--- src/rtl/des_block_sequencer.sv ---
// -----------------------------------------------------------------------------
// des_block_sequencer
//
// Purpose:
//   Walks a run of 64-bit blocks stored as pairs of 32-bit words in an input
//   block RAM, feeds each block through an external iterative DES round core,
//   and writes the results as word pairs into an output block RAM.
//   ECB and CBC chaining are supported (encrypt and decrypt). All addressing
//   wraps modulo 2**ADDR_W.
//
// Ports:
//   clk, reset            single clock, synchronous active-high reset
//   start, abort          1-cycle host triggers
//   decrypt, cbc_en, iv,
//   blk_count, in_base,
//   out_base              run configuration, sampled on an accepted start
//   ramI_addr / ramI_dout input RAM read port (1-cycle read latency)
//   ramO_addr / ramO_din /
//   ramO_write            output RAM write port
//   des_in, des_round,
//   des_decrypt / des_out DES round core interface
//   busy, done,
//   blocks_done           run status
// -----------------------------------------------------------------------------
module des_block_sequencer #(
    parameter int ADDR_W  = 9,
    parameter int NROUNDS = 16
) (
    input  logic              clk,
    input  logic              reset,
    input  logic              start,
    input  logic              abort,
    input  logic              decrypt,
    input  logic              cbc_en,
    input  logic [63:0]       iv,
    input  logic [ADDR_W-2:0] blk_count,
    input  logic [ADDR_W-1:0] in_base,
    input  logic [ADDR_W-1:0] out_base,
    output logic [ADDR_W-1:0] ramI_addr,
    input  logic [31:0]       ramI_dout,
    output logic [ADDR_W-1:0] ramO_addr,
    output logic [31:0]       ramO_din,
    output logic              ramO_write,
    output logic [63:0]       des_in,
    output logic [3:0]        des_round,
    output logic              des_decrypt,
    input  logic [63:0]       des_out,
    output logic              busy,
    output logic              done,
    output logic [ADDR_W-1:0] blocks_done
);

    typedef enum logic [3:0] {
        S_IDLE  = 4'd0,
        S_RD0   = 4'd1,
        S_RD1   = 4'd2,
        S_RD2   = 4'd3,
        S_ROUND = 4'd4,
        S_WR0   = 4'd5,
        S_WR1   = 4'd6,
        S_NEXT  = 4'd7,
        S_DONE  = 4'd8
    } state_t;

    localparam logic [3:0]        LAST_ROUND = 4'(NROUNDS - 1);
    localparam logic [ADDR_W-1:0] ONE_A      = ADDR_W'(1);

    state_t              state_q, state_d;
    logic                decrypt_q, decrypt_d;
    logic                cbc_q, cbc_d;
    logic [63:0]         chain_q, chain_d;
    logic [ADDR_W-2:0]   blk_cnt_q, blk_cnt_d;
    logic [ADDR_W-1:0]   rd_ptr_q, rd_ptr_d;
    logic [ADDR_W-1:0]   wr_ptr_q, wr_ptr_d;
    logic [31:0]         lo_q, lo_d;
    logic [63:0]         blk_q, blk_d;
    logic [63:0]         des_in_q, des_in_d;
    logic [3:0]          round_q, round_d;
    logic [63:0]         res_q, res_d;
    logic [ADDR_W-1:0]   blocks_done_q, blocks_done_d;
    logic                busy_q, busy_d;
    logic                done_q, done_d;
    logic                ramO_write_q, ramO_write_d;
    logic [31:0]         ramO_din_q, ramO_din_d;

    logic                abort_run_s;
    logic [ADDR_W-1:0]   target_s;

    // An abort only matters once a run is in flight; in IDLE it merely vetoes start.
    assign abort_run_s = abort && (state_q != S_IDLE);
    // Number of blocks in the run (blk_count holds blocks minus one).
    assign target_s    = {1'b0, blk_cnt_q} + ONE_A;

    // Next-state, datapath and registered-output computation.
    always_comb begin
        state_d       = state_q;
        decrypt_d     = decrypt_q;
        cbc_d         = cbc_q;
        chain_d       = chain_q;
        blk_cnt_d     = blk_cnt_q;
        rd_ptr_d      = rd_ptr_q;
        wr_ptr_d      = wr_ptr_q;
        lo_d          = lo_q;
        blk_d         = blk_q;
        des_in_d      = des_in_q;
        round_d       = round_q;
        res_d         = res_q;
        blocks_done_d = blocks_done_q;

        if (abort_run_s) begin
            // Drop the run; pointers, counters and chain simply hold.
            state_d = S_IDLE;
        end else begin
            case (state_q)
                S_IDLE: begin
                    if (start && !abort) begin
                        decrypt_d     = decrypt;
                        cbc_d         = cbc_en;
                        chain_d       = iv;
                        blk_cnt_d     = blk_count;
                        rd_ptr_d      = in_base;
                        wr_ptr_d      = out_base;
                        blocks_done_d = '0;
                        state_d       = S_RD0;
                    end else begin
                        state_d = S_IDLE;
                    end
                end
                S_RD0: begin
                    rd_ptr_d = rd_ptr_q + ONE_A;
                    state_d  = S_RD1;
                end
                S_RD1: begin
                    lo_d     = ramI_dout;
                    rd_ptr_d = rd_ptr_q + ONE_A;
                    state_d  = S_RD2;
                end
                S_RD2: begin
                    blk_d    = {ramI_dout, lo_q};
                    // CBC encrypt whitens the plaintext with the previous ciphertext.
                    if (cbc_q && !decrypt_q) begin
                        des_in_d = blk_d ^ chain_q;
                    end else begin
                        des_in_d = blk_d;
                    end
                    round_d  = 4'd0;
                    state_d  = S_ROUND;
                end
                S_ROUND: begin
                    if (round_q == LAST_ROUND) begin
                        if (cbc_q && decrypt_q) begin
                            res_d = des_out ^ chain_q;
                        end else begin
                            res_d = des_out;
                        end
                        // The chain always carries the ciphertext of this block.
                        if (cbc_q) begin
                            chain_d = decrypt_q ? blk_q : des_out;
                        end else begin
                            chain_d = chain_q;
                        end
                        round_d = 4'd0;
                        state_d = S_WR0;
                    end else begin
                        round_d = round_q + 4'd1;
                    end
                end
                S_WR0: begin
                    wr_ptr_d = wr_ptr_q + ONE_A;
                    state_d  = S_WR1;
                end
                S_WR1: begin
                    wr_ptr_d      = wr_ptr_q + ONE_A;
                    blocks_done_d = blocks_done_q + ONE_A;
                    state_d       = S_NEXT;
                end
                S_NEXT: begin
                    if (blocks_done_q == target_s) begin
                        state_d = S_DONE;
                    end else begin
                        state_d = S_RD0;
                    end
                end
                S_DONE: begin
                    state_d = S_IDLE;
                end
                default: begin
                    state_d = S_IDLE;
                end
            endcase
        end

        // Outputs are registered against the state being entered, so they
        // line up with that state and vanish the cycle after an abort.
        busy_d       = (state_d != S_IDLE);
        done_d       = (state_d == S_DONE);
        ramO_write_d = (state_d == S_WR0) || (state_d == S_WR1);
        case (state_d)
            S_WR0:   ramO_din_d = res_d[31:0];
            S_WR1:   ramO_din_d = res_d[63:32];
            default: ramO_din_d = 32'd0;
        endcase
    end

    // State and datapath registers with synchronous reset.
    always_ff @(posedge clk) begin
        if (reset) begin
            state_q       <= S_IDLE;
            decrypt_q     <= 1'b0;
            cbc_q         <= 1'b0;
            chain_q       <= 64'd0;
            blk_cnt_q     <= '0;
            rd_ptr_q      <= '0;
            wr_ptr_q      <= '0;
            lo_q          <= 32'd0;
            blk_q         <= 64'd0;
            des_in_q      <= 64'd0;
            round_q       <= 4'd0;
            res_q         <= 64'd0;
            blocks_done_q <= '0;
            busy_q        <= 1'b0;
            done_q        <= 1'b0;
            ramO_write_q  <= 1'b0;
            ramO_din_q    <= 32'd0;
        end else begin
            state_q       <= state_d;
            decrypt_q     <= decrypt_d;
            cbc_q         <= cbc_d;
            chain_q       <= chain_d;
            blk_cnt_q     <= blk_cnt_d;
            rd_ptr_q      <= rd_ptr_d;
            wr_ptr_q      <= wr_ptr_d;
            lo_q          <= lo_d;
            blk_q         <= blk_d;
            des_in_q      <= des_in_d;
            round_q       <= round_d;
            res_q         <= res_d;
            blocks_done_q <= blocks_done_d;
            busy_q        <= busy_d;
            done_q        <= done_d;
            ramO_write_q  <= ramO_write_d;
            ramO_din_q    <= ramO_din_d;
        end
    end

    // The read pointer doubles as the RAM address: it holds the word being
    // fetched during RD0/RD1 and advances once that address has been issued.
    assign ramI_addr   = rd_ptr_q;
    assign ramO_addr   = wr_ptr_q;
    assign ramO_din    = ramO_din_q;
    assign ramO_write  = ramO_write_q;
    assign des_in      = des_in_q;
    assign des_round   = round_q;
    assign des_decrypt = decrypt_q;
    assign busy        = busy_q;
    assign done        = done_q;
    assign blocks_done = blocks_done_q;

endmodule

--- config.mk ---
export PLATFORM = sky130hd
export DESIGN_NAME = des_block_sequencer
export DESIGN_NICKNAME = d
export VERILOG_FILES = /design/src/rtl/des_block_sequencer.sv
export SDC_FILE = /design/constraint.sdc
export NUM_CORES = 1
export LEC_CHECK = 0
export CAP_MARGIN = 20
export CORE_UTILIZATION = 45
export CTS_CLUSTER_DIAMETER = 120
export DETAILED_ROUTE_END_ITERATION = 10
export HOLD_SLACK_MARGIN = 0.08
export PLACE_DENSITY_LB_ADDON = 0.15
export SYNTH_ARGS = -nofsm -noshare
export SYNTH_HDL_FRONTEND = slang
export SYNTH_SLANG_ARGS = --single-unit
export TNS_END_PERCENT = 50
--- constraint.sdc ---
create_clock -name clk -period 4.2 [get_ports clk]
set_input_delay 0.63 -clock clk [delete_from_list [all_inputs] [get_ports clk]]
set_output_delay 0.63 -clock clk [all_outputs]
set_load 0.1 [all_outputs]
==> flow_metrics.tcl, run 1 <==
set metrics [dict create \
    outcome "finished clean" \
    power_density_mw_per_mm2 369 \
    cts_buffer_depth 3 \
    ys_types 58 \
    num_io_pins 323 \
    required_ps 3570 \
    synth_nets 2162 \
    synth_edf_count 0 \
    grt_pass1_vias 13700 \
    leakage_nw 6.37 \
    min_period_over_period 0.710 \
    path_cells "clkdlybuf4s50_1" \
    cts_tree "built" \
    ys_ff_latch 336 \
    syn_area_mm2 0.0156 \
    cts_inserted_buffers 39 \
    drc_errors 0 \
    hp-class "reg2reg" \
    finalCriticalPeriod_ps 2980 \
    utilization 0.599 \
    hold_buffers 0 \
    cp-end-kind "primary output" \
    routed_wl_um 49900 \
    finalSetupTns_ps 0 \
    die_h_um 188 \
    drtPass1Iterations 8 \
    antenna_found_initial 14 \
    cp_top_family "buffers and inverters" \
    cp-start-kind "register" \
    hold_viol_final 0 \
    wl_per_cell_um 18.6 \
    syn_area_per_cell_um2 7.96 \
    core-area_mm2 0.0339 \
    synth.area.mux_share 0.0467 \
    hpwlAfterDp_um 32300 \
    synth_largest_area_cell "dfxtp_1" \
    cts.sinks 336 \
    grt_overflow_total 0 \
    synthAdderAreaFrac 0.00400 \
    place_congestion 0.880 \
    synth-seq-area-share 0.430 \
    drive_above_1_share 0.0447 \
    dp.cells 2597 \
    maxCapViolations 0 \
    stdcell_area_mm2 0.0203 \
    slew_violations 0 \
    final_cell_mix "517 x nand2_1, 334 x dfxtp_1, 321 x clkdlybuf4s50_1, 212 x a21oi_1, 136 x nor2_1" \
    initial_core_util 0.462 \
    grt_pass1_wl_um 77300 \
    cts.htree.levels 2 \
    die_w_um 188 \
    yosysWarnings 0 \
    grt_usage 0.273 \
    crit_type "reg2out" \
    critPathArrivalTime_ps 2350 \
    fin_skew_ps 23.6 \
    rows 67 \
    cts_setup_buffers 0 \
    clock_latency_ps 540 \
    io_buffers 322 \
    fmax_ghz 0.335 \
    cts_root_buf "clkbuf_16" \
    tightest_slew_ps 1080 \
    drt_iter0_drc 1129 \
    relSlewSlack 0.279 \
    via_per_inst 5.48 \
    synthTopCellsByArea "dfxtp_1 43%, nand2_1 12%, a21oi_1 6.8%" \
    area_growth_syn_to_layout_pct 29.7 \
    finalNonFillerCells 2675 \
    final_antenna_net_count 0 \
    worst-path-buf-inv 1 \
    slowest_delay_ps 1220 \
    num_vias 14700 \
    die-area_mm2 0.0355 \
    rrSetupSlack_ps 1220 \
    layout_commonest_cell "nand2_1" \
    hold_ws_ps 455 \
    dpl_cell_area_mm2 0.0190 \
    critical_path.slowest_cell "clkdlybuf4s50_1" \
    path_clk_slew_ps 60 \
    synth_top_family_by_area "simple AND/OR/NAND/NOR gates" \
    rsz0062_at_grt "false" \
    cp_max_fo 21 \
    synth-simple-area-share 0.204 \
    synth_top_area_frac 0.430 \
    setup_violations 0 \
    synth_compound_area_frac 0.186 \
    ir_worst_vdd_mv 0.246 \
    synthArstFlopShare 0 \
    grt_max_degree 131 \
    ctsResizeCount 0 \
    synthXorXnorAreaFrac 0.0806 \
    nets 2387 \
    synthCells 1965 \
    synthFlopType "dfxtp_1" \
]
metrics by stage:
step                power [mW]  worst slack (ps)
global route              7.72              1050
detailed placement        4.13               895
global placement          4.12               884
floorplan                 3.78              1620
CTS                       7.53              1200
finish                    7.50              1220
worst register-to-register path: cells and delay by family (launching register included):
family	cells	cell delay, ps
xor+xnor	1	450
compound gates	2	530
simple gates	2	1210
flops	1	730
cells in the mapped netlist (5+ instances only):
library cell / number
nand2_1: 517
nor2_1: 136
dfxtp_1: 336
buf_4: 14
ha_1: 5
buf_2: 41
a211oi_1: 70
and2_1: 9
and3_1: 5
a21o_1: 5
nor2b_1: 5
buf_1: 7
nand2b_1: 6
clkbuf_1: 90
buf_6: 7
nor3_1: 16
xor2_1: 103
o211ai_1: 98
mux2i_1: 73
nor4_1: 5
nand3_1: 45
o21a_1: 5
xnor2_1: 41
o21ai_0: 52
a21oi_1: 212
routing by layer:
metal	vias to the layer above	GRT usage	wire (um)
met5	-	0	58
met4	8	0.0872	1240
met1	6846	0.391	22900
met3	90	0.0555	4130
met2	557	0.410	21500
li1	7171	-	-
flip-flops by register name, indices dropped and copies added (netlist names), 8 cells and up:
register	cells
ramI_addr	9
chain_q	64
lo_q	32
ramO_addr	9
blk_cnt_q	8
res_q	32
ramO_din	32
des_in	64
blk_q	64
blocks_done	9
kinds of logic (layout without fill, tap and decap cells):
kind of cell             Yosys count  count (layout)
adder cells (fa/ha/maj)            5               5
AND/OR/NAND/NOR                  772             772
AO/OA/AOI/OAI                    472             472
XOR/XNOR                         144             144
multiplexers                      73              73
other                              0              10
buffers and inverters            163             415
flip-flops                       336             336
power breakdown:
part | leakage, nW | total (mW) | internal, mW | switching, mW
Clock | 0.636 | 3.43 | 2.06 | 1.37
Combinational | 3.02 | 0.761 | 0.319 | 0.442
Sequential | 2.72 | 3.31 | 3.24 | 0.0613
Total | 6.37 | 7.50 | 5.63 | 1.87
cell type report:
class,instances,area (um2)
clock buffers,58,1180
inverters,4,15.0
diodes,10,25.0
repair buffers,343,3470
well taps,448,561
fillers,3049,13600
clock inverters,10,120
multi-input cells,1466,8190
flip-flops and latches,336,6730
final timing paths:
check                                         startpoint                      end  cells past startpoint
worst max register to register     state_q[1]$_SDFF_PP0_  ramO_din[23]$_SDFF_PP0_                      5
worst min register to register    blk_q[11]$_SDFFE_PP0P_   blk_q[11]$_SDFFE_PP0P_                      2
worst min-delay path              blk_q[11]$_SDFFE_PP0P_   blk_q[11]$_SDFFE_PP0P_                      2
worst max-delay path            des_decrypt$_SDFFE_PP0P_              des_decrypt                      1
Note: power is estimated with default switching activity, not from simulation.
==> run 2: changes to the inputs <==
- clock period: 4.2 -> 2.5 ns (I/O delays scaled with it)
==> flow_metrics.tcl, run 2 (synthesis gave the netlist of run 1 again) <==
set metrics [dict create \
    outcome "finished clean" \
    layout_commonest_cell "nand2_1" \
    drive_above_1_share 0.114 \
    regArea_mm2 0.00673 \
    final_antenna_net_count 0 \
    setup_violations 0 \
    rows 67 \
    grt_max_degree 131 \
    cp_max_fo 39 \
    final_cell_mix "517 x nand2_1, 332 x dfxtp_1, 212 x a21oi_1, 190 x clkdlybuf4s50_1, 158 x buf_4" \
    tightest_slew_ps 804 \
    die-area_mm2 0.0355 \
    ctsResizeCount 0 \
    fmax_ghz 0.464 \
    fill_cells 3014 \
    cp-end-kind "register" \
    setup_ws_ps 346 \
    worstHoldEndpoint "ramO_write$_SDFF_PP0_" \
    maxCapViolations 0 \
    core-area_mm2 0.0339 \
    slew_violations 0 \
    grt_usage 0.273 \
    total_power_mw 12.5 \
    path_clk_slew_ps 60 \
    dp_slack_ps 162 \
    hold_buffers 0 \
    critPathArrivalTime_ps 2560 \
    cts.htree.levels 2 \
    fin_skew_ps 25.4 \
    grt_overflow_total 0 \
    grt_pass1_vias 13700 \
    hpwlAfterDp_um 33100 \
    hold_start "reset" \
    hold_viol_final 0 \
    ir_worst_vdd_mv 0.417 \
    dp.cells 2624 \
    nets 2413 \
    area_growth_syn_to_layout_pct 29.9 \
    required_ps 2900 \
    io_buffers 322 \
    routed_wl_um 49600 \
    clock_latency_ps 530 \
    rsz0062_at_grt "false" \
    num_vias 14700 \
    drc_errors 0 \
    min_period_over_period 0.862 \
    stdcell_area_mm2 0.0203 \
    leakage_nw 6.83 \
    power_density_mw_per_mm2 616 \
    antenna_found_initial 9 \
    finalSetupTns_ps 0 \
    worst-path-buf-inv 2 \
    cts_buffer_depth 3 \
    cp_top_family "simple AND/OR/NAND/NOR gates" \
    die_w_um 188 \
    grt_pass1_wl_um 77200 \
    holdPathStages 2 \
    slowest_delay_ps 610 \
    reg2reg_depth 7 \
    path_cells "or4b_4 -> nor3_4 -> buf_12 -> buf_12 -> nand2_1 -> o211ai_1 -> a21oi_1" \
    rrSetupSlack_ps 350 \
    place_congestion 0.864 \
    crit_type "reg2reg" \
    relSlewSlack 0.464 \
    finalNonFillerCells 2700 \
    cts_setup_buffers 0 \
    drt_iter0_drc 1373 \
    via_per_inst 5.44 \
    cts.sinks 336 \
    initial_core_util 0.462 \
    crit_path_frequent_cell "buf_12" \
    rr_endpoint "ramO_din[10]$_SDFF_PP0_" \
    die_h_um 188 \
    hp-class "in2reg" \
    critical_path.slowest_cell "or4b_4" \
    drtPass1Iterations 5 \
    finalCriticalPeriod_ps 2150 \
    num_io_pins 323 \
    dpl_cell_area_mm2 0.0190 \
    multi_input_area_mm2 0.00819 \
    wl_per_cell_um 18.4 \
    r2r-start "state_q[1]$_SDFF_PP0_" \
    cp-start-kind "register" \
    cts_root_buf "clkbuf_16" \
    cts_tree "built" \
    cts_inserted_buffers 38 \
]
[run 2: cell types whose count changed in the layout (fill, tap and decap cells not counted), sizes merged]
cell           before  now
buf                22  180
clkdlybuf4s50     321  190
clkinv              5    8
diode              10    7
clkinvlp            2    0
clkbuf             58   59
inv                 5    4
[run 2: worst max path at each step]
stage	start	end	slack, ps	depth (start not counted)
floorplan	des_round[2]$_SDFFE_PP0P_	chain_q[16]$_SDFFE_PP0P_	100	6
global placement	start	ramO_din[15]$_SDFF_PP0_	180	8
detailed placement	start	ramO_din[15]$_SDFF_PP0_	160	8
CTS	state_q[1]$_SDFF_PP0_	ramO_din[0]$_SDFF_PP0_	340	7
global route	state_q[1]$_SDFF_PP0_	ramO_din[1]$_SDFF_PP0_	190	7
finish	state_q[1]$_SDFF_PP0_	ramO_din[10]$_SDFF_PP0_	350	7
[run 2: through the flow]
stage,hold slack [ps],utilization
after floorplan,436,-
after global placement,441,0.562
after detailed placement,447,0.562
after CTS,356,0.600
after global routing,396,0.600
final,364,0.600
[run 2: power by group]
group / total, mW / internal, mW / switching (mW)
combinational: 1.33 / 0.564 / 0.765
sequential: 5.55 / 5.45 / 0.0959
clock: 5.65 / 3.41 / 2.24
[run 2: cell type report]
| class | instances | area share |
|---|---|---|
| tap | 448 | 0.0276 |
| sequential | 336 | 0.331 |
| timing repair buffer | 370 | 0.173 |
| clock buffer | 59 | 0.0571 |
| inverter | 4 | 0.000739 |
| multi-input combinational | 1466 | 0.403 |
| antenna | 7 | 0.000862 |
| clock inverter | 10 | 0.00603 |
[run 2: per-layer routing]
layer  GRT usage  share of wire  vias up
met3      0.0501          0.085       78
met4      0.0844          0.023        4
met2       0.408           0.44      579
li1            -              -     7211
met1       0.396           0.45     6811
met5           0        0.00058        -
